--- src/rtl/alu_ctrl_pkg.sv ---
// Shared opcode, state and response definitions for the ALU issue controller.
package alu_ctrl_pkg;

    localparam int unsigned DATA_W = 32;
    localparam int unsigned OP_W   = 5;

    localparam logic [3:0] OP_MUL    = 4'd0;
    localparam logic [3:0] OP_ADDSUB = 4'd1;
    localparam logic [3:0] OP_LSH    = 4'd2;
    localparam logic [3:0] OP_ASH    = 4'd3;
    localparam logic [3:0] OP_LOAD   = 4'd4;
    localparam logic [3:0] OP_LESS   = 4'd5;
    localparam logic [3:0] OP_OR     = 4'd9;
    localparam logic [3:0] OP_NOR    = 4'd11;

    typedef enum logic [1:0] {
        IDLE,
        EXEC,
        RESP
    } state_t;

    typedef struct packed {
        logic [DATA_W-1:0] data;
        logic              zero;
        logic              err;
    } rsp_t;

    // Function codes that are sent to the ALU for execution.
    function automatic logic is_alu_op(input logic [3:0] fn);
        return (fn == OP_MUL) || (fn == OP_ADDSUB) || (fn == OP_LSH) || (fn == OP_ASH) ||
               (fn == OP_LESS) || (fn == OP_OR) || (fn == OP_NOR);
    endfunction

    function automatic logic is_legal_op(input logic [3:0] fn);
        return is_alu_op(fn) || (fn == OP_LOAD);
    endfunction

endpackage

--- src/rtl/alu_ctrl_regfile.sv ---
// Operand register file: two combinational read ports, one synchronous write port, r0 reads zero.
module alu_ctrl_regfile
    import alu_ctrl_pkg::*;
#(
    parameter int unsigned NREG = 8,
    localparam int unsigned IDX_W = $clog2(NREG)
) (
    input  logic              clk,
    input  logic              rst_n,
    input  logic [IDX_W-1:0]  rs1,
    input  logic [IDX_W-1:0]  rs2,
    output logic [DATA_W-1:0] rd1_c,
    output logic [DATA_W-1:0] rd2_c,
    input  logic              we,
    input  logic [IDX_W-1:0]  wa,
    input  logic [DATA_W-1:0] wd
);

    logic [DATA_W-1:0] mem [NREG];

    always_ff @(posedge clk) begin
        if (!rst_n) begin
            for (int i = 0; i < int'(NREG); i++) begin
                mem[i] <= '0;
            end
        end else if (we && (wa != '0)) begin
            mem[wa] <= wd;
        end
    end

    assign rd1_c = (rs1 == '0) ? '0 : mem[rs1];
    assign rd2_c = (rs2 == '0) ? '0 : mem[rs2];

endmodule

--- src/rtl/alu_issue_ctrl.sv ---
// Issues requests to the combinational two-lane ALU and returns responses.
// Optional ALU_OP_COUNT_EN adds op_count/err_count response counters.
module alu_issue_ctrl
    import alu_ctrl_pkg::*;
#(
    parameter int unsigned NREG     = 8,
    parameter int unsigned MUL_WAIT = 2,
    localparam int unsigned IDX_W   = $clog2(NREG)
) (
    input  logic              clk,
    input  logic              rst_n,
    input  logic              req_valid,
    output logic              req_ready,
    input  logic [OP_W-1:0]   req_op,
    input  logic [IDX_W-1:0]  req_rd,
    input  logic [IDX_W-1:0]  req_rs1,
    input  logic [IDX_W-1:0]  req_rs2,
    input  logic [DATA_W-1:0] req_imm,
    output logic [DATA_W-1:0] alu_a,
    output logic [DATA_W-1:0] alu_b,
    output logic [OP_W-1:0]   alu_sel,
    input  logic [DATA_W-1:0] alu_out,
    input  logic              alu_zero,
    output logic              rsp_valid,
    input  logic              rsp_ready,
    output logic [DATA_W-1:0] rsp_data,
    output logic              rsp_zero,
    output logic              rsp_err
`ifdef ALU_OP_COUNT_EN
    ,
    output logic [15:0]       op_count,
    output logic [7:0]        err_count
`endif
);

    localparam int unsigned CNT_W = $clog2(MUL_WAIT + 2);

    state_t            state_q, state_d;
    logic [IDX_W-1:0]  rd_q, rd_d;
    logic [CNT_W-1:0]  cnt_q, cnt_d;
    logic [DATA_W-1:0] alu_a_d, alu_b_d;
    logic [OP_W-1:0]   alu_sel_d;
    logic              rsp_valid_d, req_ready_d;
    rsp_t              rsp_q, rsp_d;
    logic              accept_c;
    logic              we_c;
    logic [IDX_W-1:0]  wa_c;
    logic [DATA_W-1:0] wd_c;
    logic [DATA_W-1:0] rs1_data_c, rs2_data_c;

    alu_ctrl_regfile #(.NREG(NREG)) u_regfile (
        .clk   (clk),
        .rst_n (rst_n),
        .rs1   (req_rs1),
        .rs2   (req_rs2),
        .rd1_c (rs1_data_c),
        .rd2_c (rs2_data_c),
        .we    (we_c),
        .wa    (wa_c),
        .wd    (wd_c)
    );

    assign accept_c = req_valid && req_ready;

    // Next-state, register-file write and output computation.
    always_comb begin
        state_d     = state_q;
        rd_d        = rd_q;
        cnt_d       = cnt_q;
        alu_a_d     = alu_a;
        alu_b_d     = alu_b;
        alu_sel_d   = alu_sel;
        rsp_valid_d = rsp_valid;
        rsp_d       = rsp_q;
        we_c        = 1'b0;
        wa_c        = rd_q;
        wd_c        = alu_out;

        case (state_q)
            IDLE: begin
                if (accept_c) begin
                    rd_d = req_rd;
                    if (!is_legal_op(req_op[3:0])) begin
                        state_d     = RESP;
                        rsp_valid_d = 1'b1;
                        rsp_d       = '{data: '0, zero: 1'b0, err: 1'b1};
                    end else if (req_op[3:0] == OP_LOAD) begin
                        we_c        = 1'b1;
                        wa_c        = req_rd;
                        wd_c        = req_imm;
                        state_d     = RESP;
                        rsp_valid_d = 1'b1;
                        rsp_d       = '{data: req_imm, zero: (req_imm == '0), err: 1'b0};
                    end else begin
                        state_d   = EXEC;
                        alu_a_d   = rs1_data_c;
                        alu_b_d   = rs2_data_c;
                        alu_sel_d = req_op;
                        cnt_d     = (req_op[3:0] == OP_MUL) ? CNT_W'(MUL_WAIT) : '0;
                    end
                end
            end
            EXEC: begin
                if (cnt_q == '0) begin
                    we_c        = 1'b1;
                    state_d     = RESP;
                    rsp_valid_d = 1'b1;
                    rsp_d       = '{data: alu_out, zero: alu_zero, err: 1'b0};
                end else begin
                    cnt_d = cnt_q - CNT_W'(1);
                end
            end
            RESP: begin
                if (rsp_ready) begin
                    state_d     = IDLE;
                    rsp_valid_d = 1'b0;
                end
            end
            default: begin
                state_d = IDLE;
            end
        endcase

        req_ready_d = (state_d == IDLE);
    end

    always_ff @(posedge clk) begin
        if (!rst_n) begin
            state_q   <= IDLE;
            rd_q      <= '0;
            cnt_q     <= '0;
            alu_a     <= '0;
            alu_b     <= '0;
            alu_sel   <= '0;
            rsp_valid <= 1'b0;
            rsp_q     <= '0;
            req_ready <= 1'b0;
        end else begin
            state_q   <= state_d;
            rd_q      <= rd_d;
            cnt_q     <= cnt_d;
            alu_a     <= alu_a_d;
            alu_b     <= alu_b_d;
            alu_sel   <= alu_sel_d;
            rsp_valid <= rsp_valid_d;
            rsp_q     <= rsp_d;
            req_ready <= req_ready_d;
        end
    end

    assign rsp_data = rsp_q.data;
    assign rsp_zero = rsp_q.zero;
    assign rsp_err  = rsp_q.err;

`ifdef ALU_OP_COUNT_EN
    // Completed-response counters: good ops wrap, errors saturate.
    always_ff @(posedge clk) begin
        if (!rst_n) begin
            op_count  <= '0;
            err_count <= '0;
        end else if (rsp_valid && rsp_ready) begin
            if (rsp_q.err) begin
                if (err_count != 8'hFF) begin
                    err_count <= err_count + 8'd1;
                end
            end else begin
                op_count <= op_count + 16'd1;
            end
        end
    end
`endif

endmodule

--- config.mk ---
export PLATFORM = sky130hd
export DESIGN_NAME = alu_issue_ctrl
export DESIGN_NICKNAME = d
export VERILOG_FILES = /design/src/rtl/alu_ctrl_pkg.sv /design/src/rtl/alu_ctrl_regfile.sv /design/src/rtl/alu_issue_ctrl.sv
export SDC_FILE = /design/constraint.sdc
export NUM_CORES = 1
export LEC_CHECK = 0
export ABC_AREA = 0
export BUFFER_PORTS_ARGS = -buffer_cell sky130_fd_sc_hd__clkbuf_2
export CAP_MARGIN = 20
export CORE_MARGIN = 2
export CORE_UTILIZATION = 44
export DETAILED_ROUTE_END_ITERATION = 10
export HOLD_SLACK_MARGIN = 0.02
export SLEW_MARGIN = 0
export SYNTH_ARGS = -nofsm -noshare
export SYNTH_HDL_FRONTEND = slang
export SYNTH_SLANG_ARGS = --single-unit
--- constraint.sdc ---
create_clock -name clk -period 7.6 [get_ports clk]
set_input_delay 1.14 -clock clk [delete_from_list [all_inputs] [get_ports clk]]
set_output_delay 1.14 -clock clk [all_outputs]
set_load 0.005 [all_outputs]
Word-level counts from Yosys, hierarchy flattened --
Memory sizes are Yosys's and may differ from the RTL's. Index checks and enable logic that the tools add are counted.
Storage, ports and cells: bits in read-only memories 0, word-level logic and storage cells 100, RAM bits 256, bits of input ports 83, bits in latches 0, bits in registers 112, memories 1
Memory list:
- u_regfile.mem | words 8, bits a word 32, read ports 2, clocked after Yosys merged registers in 0, write ports 8, line alu_ctrl_regfile.sv:19 | logic [DATA_W-1:0] mem [NREG];
Cells by class: $lt $le $gt $ge 0, $add $sub $neg 1, reduce and logical (&&, ||, !) cells 25, eq/ne operators 16, shift-type cells 0, bitwise operators 1, multiply operators 0, mux-type cells 45, div/mod/pow operators 0
Operators with widths (count):
- $mux W32 | 7
- $mux W34 | 4
- $pmux W34 S2 | 1
- $logic_not A32 Y1 | 1
- $reduce_or A32 Y1 | 1
- $mux W2 | 10
- $mux W3 | 5
- $mux W1 | 14
- $ne A2 B2 Y1 const B | 6
- $reduce_and A5 Y1 | 2
- $eq A4 B2 Y1 const B | 2
- $eq A4 B3 Y1 const B | 2
- $eq A4 B4 Y1 const B | 2
- $reduce_and A4 Y1 | 2
- $logic_or A1 B1 Y1 | 7
- $logic_not A2 Y1 | 3
- $logic_not A3 Y1 | 2
- $pmux W2 S3 | 1
- $reduce_bool A3 Y1 | 2
- $eq A4 B1 Y1 const B | 1
- $logic_not A4 Y1 | 1
- $pmux W2 S2 | 1
- $ne A3 B3 Y1 const B | 1
- $pmux W1 S3 | 1
- other kinds (8) | 9

Longest topological paths before layout --
Gate-level depths: netlist (run 1).
depth after elaboration 18, mapped depth 8, gate-level depth less buffers 6

Modules after synthesis --
Synthesis (run 1) repeated with hierarchy kept, for this count alone.
Unflattened totals: cells, all modules 1447, area total of the unflattened synthesis 17843.4 um^2
Modules (own cells, without submodules):
- alu_ctrl_regfile | cells an instance 887, area each 12927.4 um^2, times used 1
- alu_issue_ctrl | cells an instance 560, area each 4916.0 um^2, times used 1

Worst setup path before layout (run 1) --
Ideal clock, no wire load.
kind input to register, from in req_valid, to mem u_regfile.mem[1][0] (enable), arrival 2.803 ns, stages 7, library setup time 0.389 ns, required time 7.211 ns, setup slack 4.408 ns, cell sequence nor4bb_4 -> buf_6 -> buf_12 -> nand4_1 -> a21o_2 -> buf_6 -> nand2_1
RTL lines:
- from (decl) | line alu_issue_ctrl.sv:12 | input logic req_valid,
- to (decl) | line alu_ctrl_regfile.sv:19

==> results of run 1 <==
-- critical path, stage by stage --
cell and delay [ps]:
clkbuf_2 110, nor4bb_4 900, nand3_4 630, buf_4 530, mux2i_1 580, nor2_1 100
-- layout make-up --
type	instances	area [um2]	share of cell area, %
tap	511	639.4	3.390
inverter	4	15.01	0.07961
timing repair buffer	211	1121	5.944
clock buffer	53	1049	5.560
sequential	336	8969	47.56
clock inverter	16	133.9	0.7099
multi-input combinational	886	6933	36.76
-- state kept, by name (all words and copies together) (netlist names) --
register / cells
state_q: 2
req_ready: 1
rsp_zero: 1
rsp_valid: 1
alu_sel: 5
alu_b: 32
cnt_q: 2
rd_q: 3
rsp_err: 1
alu_a: 32
rsp_data: 32
u_regfile.mem: 224
-- report_power, final --
part | internal [mW] | total [mW] | switching (mW)
Combinational | 0.175 | 0.449 | 0.274
Sequential | 2.01 | 2.05 | 0.0403
Clock | 1.03 | 1.76 | 0.726
-- kinds of logic after synthesis --
family          Yosys count  synth area share, %
buf+inv                 126                4.541
simple gates            436                11.57
fa+ha+maj                 1              0.07529
compound gates          280                12.10
mux                     169                17.73
flops                   336                53.98
-- through the flow --
step	power (mW)	std cells
2_1_floorplan	2.371	1348
3_3_place_gp	2.534	1948
3_5_place_dp	2.541	1948
4_1_cts	4.295	2017
5_1_grt	4.402	2017
6_report	4.263	2017
-- Yosys cell counts (all sizes together), types with 3 or more instances --
cell,n,share of area (%)
a211oi,4,0.18
edfxtp,224,40
a21o,7,0.35
nand3,6,0.33
a21oi,38,1.2
nor3,3,0.16
mux2i,42,4.8
nor2,238,5.4
a311oi,32,1.8
nand2b,3,0.11
clkbuf,53,1.2
and3,4,0.15
and3b,4,0.21
a22o,62,3.3
inv,4,0.090
mux4,64,8.7
nand4,41,1.5
nor2b,5,0.19
dfxtp,112,13
nand3b,4,0.26
nor4,8,0.30
nor3b,3,0.14
a22oi,61,2.8
o21ai,65,2.0
nand2,115,2.6
buf,69,3.2
mux2,63,4.3
-- layer usage --
| metal | wire, um | vias up |
|---|---|---|
| li1 | - | 5395 |
| met1 | 20180 | 5863 |
| met2 | 22390 | 461 |
| met3 | 3636 | 58 |
| met4 | 931 | 0 |
| met5 | 0 | - |
-- worst max path at each step --
stage          slack (ps)  depth (start not counted)       from              endpoint
2_1_floorplan        4410                          7  req_valid   u_regfile.mem[1][0]
3_3_place_gp         3340                          6  req_valid  u_regfile.mem[7][31]
3_5_place_dp         3240                          6  req_valid  u_regfile.mem[7][31]
4_1_cts              3790                          6  req_valid  u_regfile.mem[7][31]
5_1_grt              3610                          6  req_valid  u_regfile.mem[5][31]
6_report             3820                          6  req_valid  u_regfile.mem[5][31]
==> results.ini, run 1 <==
[placement]
hpwl_um=28660
portBuffers=187
place_ws_ps=3244
gp_congestion=0.7958
placed_cell_area_mm2=0.01768

[grt]
grt_max_degree=66
grt_util_met1_pct=32.57
met3_usage_pct=5.331
use_met2_pct=39.96
grt.overflow.total=0
grt_use_total_pct=24.26
grt_pass1_wl_um=72200
antenna_found_initial=0
grt_pass1_vias=12075
busiest_layer=met2

[synth]
synth_edf_count=224
netlist_instances=1348
syn_area_mm2=0.01661
synthArstFlopShare_pct=0
yosys.cell_types.count=53
seq_area_frac_synth_pct=53.98
ys_ff_latch=336
syn_area_per_cell_um2=12.33
synth_top_flop_cell=edfxtp_1
yosysWarningCount=0
synth_nets=1432

[floorplan]
start_util_pct=44.42
core_mm2=0.03740
die_area_mm2=0.03933
io_pins=188
die_w_um=198.3
row_count=71
die_h_um=198.3

[clock_network]
cts_tree=built
clockBufferDepth=3
numCtsBuffers=38
cts.htree.levels=2
clock_sinks=336
clock_latency_ps=530
post_cts_buffers=0
clkSlewWorstSetupHoldPaths_ps=60
root_buffer=clkbuf_16
ctsResizeCount=0
holdBufCountCts=0

[critical_path]
r2r-end=u_regfile.mem[5][31]
crit_path_max_fanout=19
worstPathRequired_ps=7840
r2r.worst_path.cells=5
end_kind=flip-flop
worstPathArrival_ps=4020
regToRegSetupSlack_ps=3980
start_kind=input port
critPathKind=in -> reg
timing.rr.start=state_q[0]

[cells_and_area]
syn_to_final_growth_pct=13.51
final_core_util_pct=50.43
postLayoutCellArea_mm2=0.01886
antenna_cells=0
final_common_cell=nor2_1
drive_above_1_share_pct=29.48
fin_nets=1561
layout_common_cells=237 x nor2_1, 224 x edfxtp_1, 185 x clkbuf_2
fillers=3315

[sta]
fmax_ghz=0.2648
final-hold-violation-count=0
drv_slew=0
fin_crit_sh_pct=49.70
fin_tns_setup_ps=0
slew_headroom_pct=21.50
tightest_slew_ps=1175
setup_viol=0
whs_ps=474.9
skew_ps=16.67
finalWorstSetupSlack_ps=3823
post-route-min-period_ps=3777
grt_setup_unrepaired=false

[power_and_ir_drop]
p_per_area_mw_per_mm2=226.1
p_leak_nw=6.925
ir_drop_mv=0.1275

[worst_hold_path]
hp-class=reg -> reg
hold_end=cnt_q[1]
hold_depth=2
hp-start=cnt_q[1]

[route]
final_antenna_net_count=0
first_pass_iters=5
wirelength_um=47140
vias=11777
wl_per_cell_um=23.37
route.detailed.drc=0
drtIter0Drc=866
viasPerCell=5.839

[status]
status=finished, final reports clean

[flow_run]
drv_cap=0

Power figures use the tool's default switching activity.
==> run 2, diff against run 1 <==
--- a/config.mk
+++ b/config.mk
@@ -5,7 +5,7 @@
 export SDC_FILE = /design/constraint.sdc
 export NUM_CORES = 1
 export LEC_CHECK = 0
-export ABC_AREA = 0
+export ABC_AREA = 1
 export BUFFER_PORTS_ARGS = -buffer_cell sky130_fd_sc_hd__clkbuf_2
 export CAP_MARGIN = 20
 export CORE_MARGIN = 2
==> constraint.sdc (replaced) <==
create_clock -name clk -period 3.9 [get_ports clk]
set_input_delay 0.585 -clock clk [delete_from_list [all_inputs] [get_ports clk]]
set_output_delay 0.585 -clock clk [all_outputs]
set_load 0.005 [all_outputs]
==> run 2 against run 1 <==
Net effect:
- critical path type is now reg -> reg
- total power increased by 100%
- sequential power increased by 97%
- clock skew decreased by 2.4 ps
- final cell count increased by 29%
- via count increased by 28%
- sequential share of layout area decreased by 0.49 points
- highest routed layer unchanged
- sequential cell count unchanged
- synthesized cell count increased by 46%
- combinational power increased by 120%
==> results.ini, run 2 <==
[clock_network]
numCtsBuffers=38  ; unchanged
holdBufCountCts=0  ; unchanged
clock_latency_ps=540  ; about the same
cts_tree=built
clock_sinks=336  ; unchanged
ctsResizeCount=0  ; unchanged
root_buffer=clkbuf_16
clkSlewWorstSetupHoldPaths_ps=60  ; about the same
cts.htree.levels=2  ; unchanged
clockBufferDepth=3  ; unchanged
post_cts_buffers=0  ; unchanged

[route]
final_antenna_net_count=0  ; unchanged
wl_per_cell_um=21.76  ; -6.9%
wirelength_um=56620  ; +20%
first_pass_iters=6  ; +1
drtIter0Drc=1614  ; +86%
vias=15055  ; +28%
viasPerCell=5.786  ; -0.91%
route.detailed.drc=0  ; unchanged

[floorplan]
die_w_um=197.4  ; -0.48%
core_mm2=0.03670  ; -1.9%
start_util_pct=44.83  ; +0.41 points
die_area_mm2=0.03895  ; -0.96%
row_count=70  ; -1.4%
io_pins=188  ; unchanged
die_h_um=197.4  ; -0.48%

[cells_and_area]
largest_reg_flops=224  ; unchanged
layout_common_cells=408 x nor2_1, 298 x nand2_1, 252 x o21ai_0
fin_nets=2188  ; +40%
postLayoutCellArea_mm2=0.01906  ; +1.0%
drive_above_1_share_pct=15.61  ; -14 points
syn_to_final_growth_pct=15.83
final_common_cell=nor2_1
top_register=u_regfile.mem
fillers=3434  ; +3.6%

[sta]
final-hold-violation-count=0  ; unchanged
tightest_slew_ps=1094  ; -80.77 ps
fmax_ghz=0.3836
post-route-min-period_ps=2607
fin_tns_setup_ps=0  ; unchanged
drv_slew=0  ; unchanged
setup_viol=0  ; unchanged
slew_headroom_pct=24.96  ; +3.5 points
skew_ps=14.24  ; -2.426 ps
grt_setup_unrepaired=false
fin_crit_sh_pct=66.85

[critical_path]
r2r-end=u_regfile.mem[4][17]
timing.rr.start=state_q[0]
worstPathArrival_ps=2850  ; -1170 ps
regToRegSetupSlack_ps=1290  ; -2690 ps
critPathKind=reg -> reg
crit_path_max_fanout=22  ; +3
start_kind=flip-flop
worstPathRequired_ps=4150  ; -3690 ps
r2r.worst_path.cells=7  ; +2
end_kind=flip-flop

[synth]
syn_area_mm2=0.01645  ; -0.98%
synth_top_flop_cell=edfxtp_1
yosysWarningCount=0  ; unchanged
synth_top_area_share_pct=40.89  ; +0.40 points
netlist_instances=1962  ; +46%
synthTopCellsByArea=edfxtp_1 41%, dfxtp_1 14%, nor2_1 9.4%
syn_area_per_cell_um2=8.385  ; -32%
synth_edf_count=224  ; unchanged
seq_area_frac_synth_pct=54.51  ; +0.53 points
synth_top_area_cell=edfxtp_1
synth_nets=2046  ; +43%
ys_ff_latch=336  ; unchanged
yosys-top-cells-count=410 x nor2_1, 298 x nand2_1, 252 x o21ai_0, 224 x edfxtp_1, 158 x a21oi_1
yosys.cell_types.count=35  ; -34%
yosys.cell_count.top_type=nor2_1
synthArstFlopShare_pct=0  ; unchanged

[worst_hold_path]
hp-class=in -> reg
hold_end=rd_q[0]
hp-start=req_rd[0]
hold_depth=3  ; +1

[power_and_ir_drop]
p_per_area_mw_per_mm2=447.8  ; +98%
ir_drop_mv=0.2326  ; +82%
p_leak_nw=7.879  ; +14%

[status]
status=finished, final reports clean

[grt]
antenna_found_initial=1  ; +1
grt_pass1_vias=14451  ; +20%
grt.overflow.total=0  ; unchanged
grt_use_total_pct=29.11  ; +4.8 points
grt_pass1_wl_um=85860  ; +19%
grt_max_degree=96  ; +45%

[placement]
placed_cell_area_mm2=0.01784  ; +0.94%
gp_congestion=0.8471  ; +6.4%
hpwl_um=34370  ; +20%
portBuffers=187  ; unchanged

[flow_run]
drv_cap=0  ; unchanged

run 2: per-stage QoR:
stage          worst slack [ps]  power, mW  std cells  hold WS [ps]  util, %
2_1_floorplan              1195      4.657       1962         456.2        -
3_3_place_gp               1093      5.076       2531         453.0    48.62
3_5_place_dp               1021      5.090       2531         456.6    48.62
4_1_cts                    1333      8.553       2600         296.4    51.90
5_1_grt                    1137      8.821       2602         321.6    51.93
6_report                   1293      8.533       2602         308.0    51.93
run 2: kinds of logic after synthesis:
| logic type | Yosys count | share of synthesized area [%] |
|---|---|---|
| muxes | 26 | 2.190 |
| DFF | 336 | 54.51 |
| AOI/OAI and AO/OA | 480 | 15.48 |
| buffers and inverters | 241 | 6.069 |
| and+or+nand+nor | 878 | 21.67 |
| adders and majority gates | 1 | 0.07604 |
run 2: worst max path at each step:
stage / slack (ps) / depth (start not counted) / endpoint / from
global route: 1140 / 8 / rsp_data[25] / state_q[0]
CTS: 1330 / 7 / u_regfile.mem[4][17] / state_q[0]
detailed placement: 1020 / 7 / u_regfile.mem[4][17] / req_valid
floorplan: 1190 / 9 / u_regfile.mem[5][0] / req_valid
finish: 1290 / 7 / u_regfile.mem[4][17] / state_q[0]
global placement: 1090 / 7 / u_regfile.mem[2][18] / req_valid
run 2: layout make-up:
class,count,area [um2],area share (%)
sequential,336,8969,47.06
multi-input combinational,1385,6494,34.08
timing repair buffer,244,1431,7.511
clock buffer,56,1090,5.719
tap,468,585.6,3.073
inverter,99,371.6,1.950
clock inverter,13,113.9,0.5975
antenna,1,2.502,0.01313
run 2: critical path, stage by stage, from the launching register on:
cell and delay (ps):
dfxtp_1 400, inv_2 60, nand2_2 120, nor2_8 70, nand2_4 270, buf_4 520, mux2i_1 710, nor2_1 130
run 2: power breakdown:
group / total (mW) / switching, mW / internal [mW]
sequential: 4.04 / 0.0837 / 3.95
clock: 3.50 / 1.43 / 2.07
combinational: 0.996 / 0.687 / 0.309
total: 8.53 / 2.20 / 6.33
run 2: per-layer routing:
metal | wire (um) | vias to the layer above | GRT usage, %
met5 | 0 | - | 0
met4 | 1574 | 0 | 9.580
met3 | 6315 | 122 | 4.337
met2 | 24920 | 896 | 45.40
met1 | 23800 | 7083 | 41.70
li1 | - | 6954 | -
==> run 3, diff against run 2 <==
--- a/config.mk
+++ b/config.mk
@@ -5,7 +5,7 @@
 export SDC_FILE = /design/constraint.sdc
 export NUM_CORES = 1
 export LEC_CHECK = 0
-export ABC_AREA = 1
+export ABC_AREA = 0
 export BUFFER_PORTS_ARGS = -buffer_cell sky130_fd_sc_hd__clkbuf_2
 export CAP_MARGIN = 20
 export CORE_MARGIN = 2
==> constraint.sdc (replaced) <==
create_clock -name clk -period 2.4 [get_ports clk]
set_input_delay 0.36 -clock clk [delete_from_list [all_inputs] [get_ports clk]]
set_output_delay 0.36 -clock clk [all_outputs]
set_load 0.005 [all_outputs]
==> run 3 against run 2 <==
Net effect:
- sequential cell count unchanged
- clock-buffer cell count decreased by 1
- non-clock buffer count up 5
- wire length fell by 16%
- register-to-register slack worse by 1000 ps
- largest power group unchanged
==> results.ini, run 3 (synthesized netlist as in run 1, its figures left out) <==
[sta]
skew_ps=13.85  ; -0.3900 ps
setup_viol=0  ; unchanged
final-hold-violation-count=0  ; unchanged
drv_slew=0  ; unchanged
slew_headroom_pct=54.24  ; +29 points
grt_setup_unrepaired=false
fmax_ghz=0.4685  ; +22%
fin_crit_sh_pct=88.94  ; +22 points
tightest_slew_ps=683.8  ; -410.5 ps
finalWorstSetupSlack_ps=265.4  ; -1027 ps
post-route-min-period_ps=2135  ; -472.6 ps

[power_and_ir_drop]
p_per_area_mw_per_mm2=704.2  ; +57%
p_leak_nw=7.183  ; -8.8%
ir_drop_mv=0.5029  ; +120%

[grt]
grt_max_degree=64  ; -33%
grt_pass1_vias=12214  ; -15%
antenna_found_initial=0  ; -1
grt_use_total_pct=24.26  ; -4.8 points
grt_pass1_wl_um=72510  ; -16%
grt.overflow.total=0  ; unchanged

[route]
vias=12082  ; -20%
wirelength_um=47420  ; -16%
drtIter0Drc=1024  ; -37%
viasPerCell=5.876  ; +1.6%
wl_per_cell_um=23.06  ; +6.0%
route.detailed.drc=0  ; unchanged
first_pass_iters=5  ; -1
final_antenna_net_count=0  ; unchanged

[floorplan]
core_mm2=0.03740  ; +1.9%
start_util_pct=44.42  ; -0.41 points
die_w_um=198.3  ; +0.48%
die_area_mm2=0.03933  ; +0.97%
die_h_um=198.3  ; +0.48%
row_count=71  ; +1.4%
io_pins=188  ; unchanged

[clock_network]
cts_tree=built
post_cts_buffers=0  ; unchanged
holdBufCountCts=0  ; unchanged
clock_latency_ps=530  ; about the same
clkSlewWorstSetupHoldPaths_ps=50  ; about the same
root_buffer=clkbuf_16
ctsResizeCount=0  ; unchanged
clock_sinks=336  ; unchanged
cts.htree.levels=2  ; unchanged
numCtsBuffers=38  ; unchanged
clockBufferDepth=3  ; unchanged

[cells_and_area]
fin_nets=1599  ; -27%
fillers=3255  ; -5.2%
syn_to_final_growth_pct=16.53
drive_above_1_share_pct=31.33  ; +16 points
top_register=u_regfile.mem
final_common_cell=nor2_1
postLayoutCellArea_mm2=0.01936  ; +1.6%
antenna_cells=0  ; -1
largest_reg_flops=224  ; unchanged
layout_common_cells=237 x nor2_1, 224 x edfxtp_1, 185 x clkbuf_2

[placement]
hpwl_um=30210  ; -12%
place_ws_ps=111.3  ; -909.4 ps
portBuffers=187  ; unchanged
placed_cell_area_mm2=0.01815  ; +1.7%
gp_congestion=0.7998  ; -5.6%

[critical_path]
start_kind=flip-flop
worstPathArrival_ps=2330  ; -520 ps
end_kind=flip-flop
worstPathRequired_ps=2600  ; -1550 ps
regToRegSetupSlack_ps=270  ; -1030 ps
crit_path_max_fanout=32  ; +45%
critPathKind=reg -> reg

[worst_hold_path]
hp-class=in -> reg

[status]
status=finished, final reports clean

[flow_run]
drv_cap=0  ; unchanged

-- run 3: area by class of cell --
class	count	area [um2]	area share [%]
Sequential cell	336	8969	46.32
Multi-Input combinational cell	886	6923	35.76
Timing Repair Buffer	249	1607	8.298
Clock buffer	55	1109	5.726
Tap cell	511	639.4	3.302
Clock inverter	15	100.1	0.5170
Inverter	4	15.01	0.07755
-- run 3: layer usage --
| metal | global-route usage [%] | routed length (um) |
|---|---|---|
| met1 | 33.45 | 20040 |
| met2 | 39.45 | 22610 |
| met3 | 4.360 | 3822 |
| met4 | 6.711 | 954 |
| met5 | 0 | 0 |
-- run 3: per-stage QoR --
step	hold WS, ps	power (mW)	std cells	TNS [ps]	utilization [%]
after detailed placement	446.1	8.130	1986	0	48.54
after floorplan	443.7	7.507	1348	-23750	-
final	79.01	13.63	2056	0	51.77
after global routing	82.27	14.12	2056	0	51.77
after global placement	441.9	8.102	1986	0	48.54
after CTS	52.26	13.74	2056	0	51.77
-- run 3: report_power, final --
group | internal (mW) | switching, mW
Combinational | 0.624 | 0.889
Clock | 3.32 | 2.30
Sequential | 6.37 | 0.122
Total | 10.3 | 3.32
-- run 3: worst paths after layout --
| check | start | endpoint | cells after the start |
|---|---|---|---|
| max | req_ready | u_regfile.mem[5][23] | 6 |
| min reg2reg | alu_a[0] | alu_a[0] | 2 |
| max reg2reg | req_ready | u_regfile.mem[5][23] | 6 |
| min | req_op[4] | alu_sel[4] | 3 |
-- run 3: worst max-delay path: stages (launching register included) --
cell and delay, ps:
dfxtp_1 370, nor4bb_4 380, buf_4 300, nand4_1 120, a21o_1 220, nand2_1 120
buf_12 260
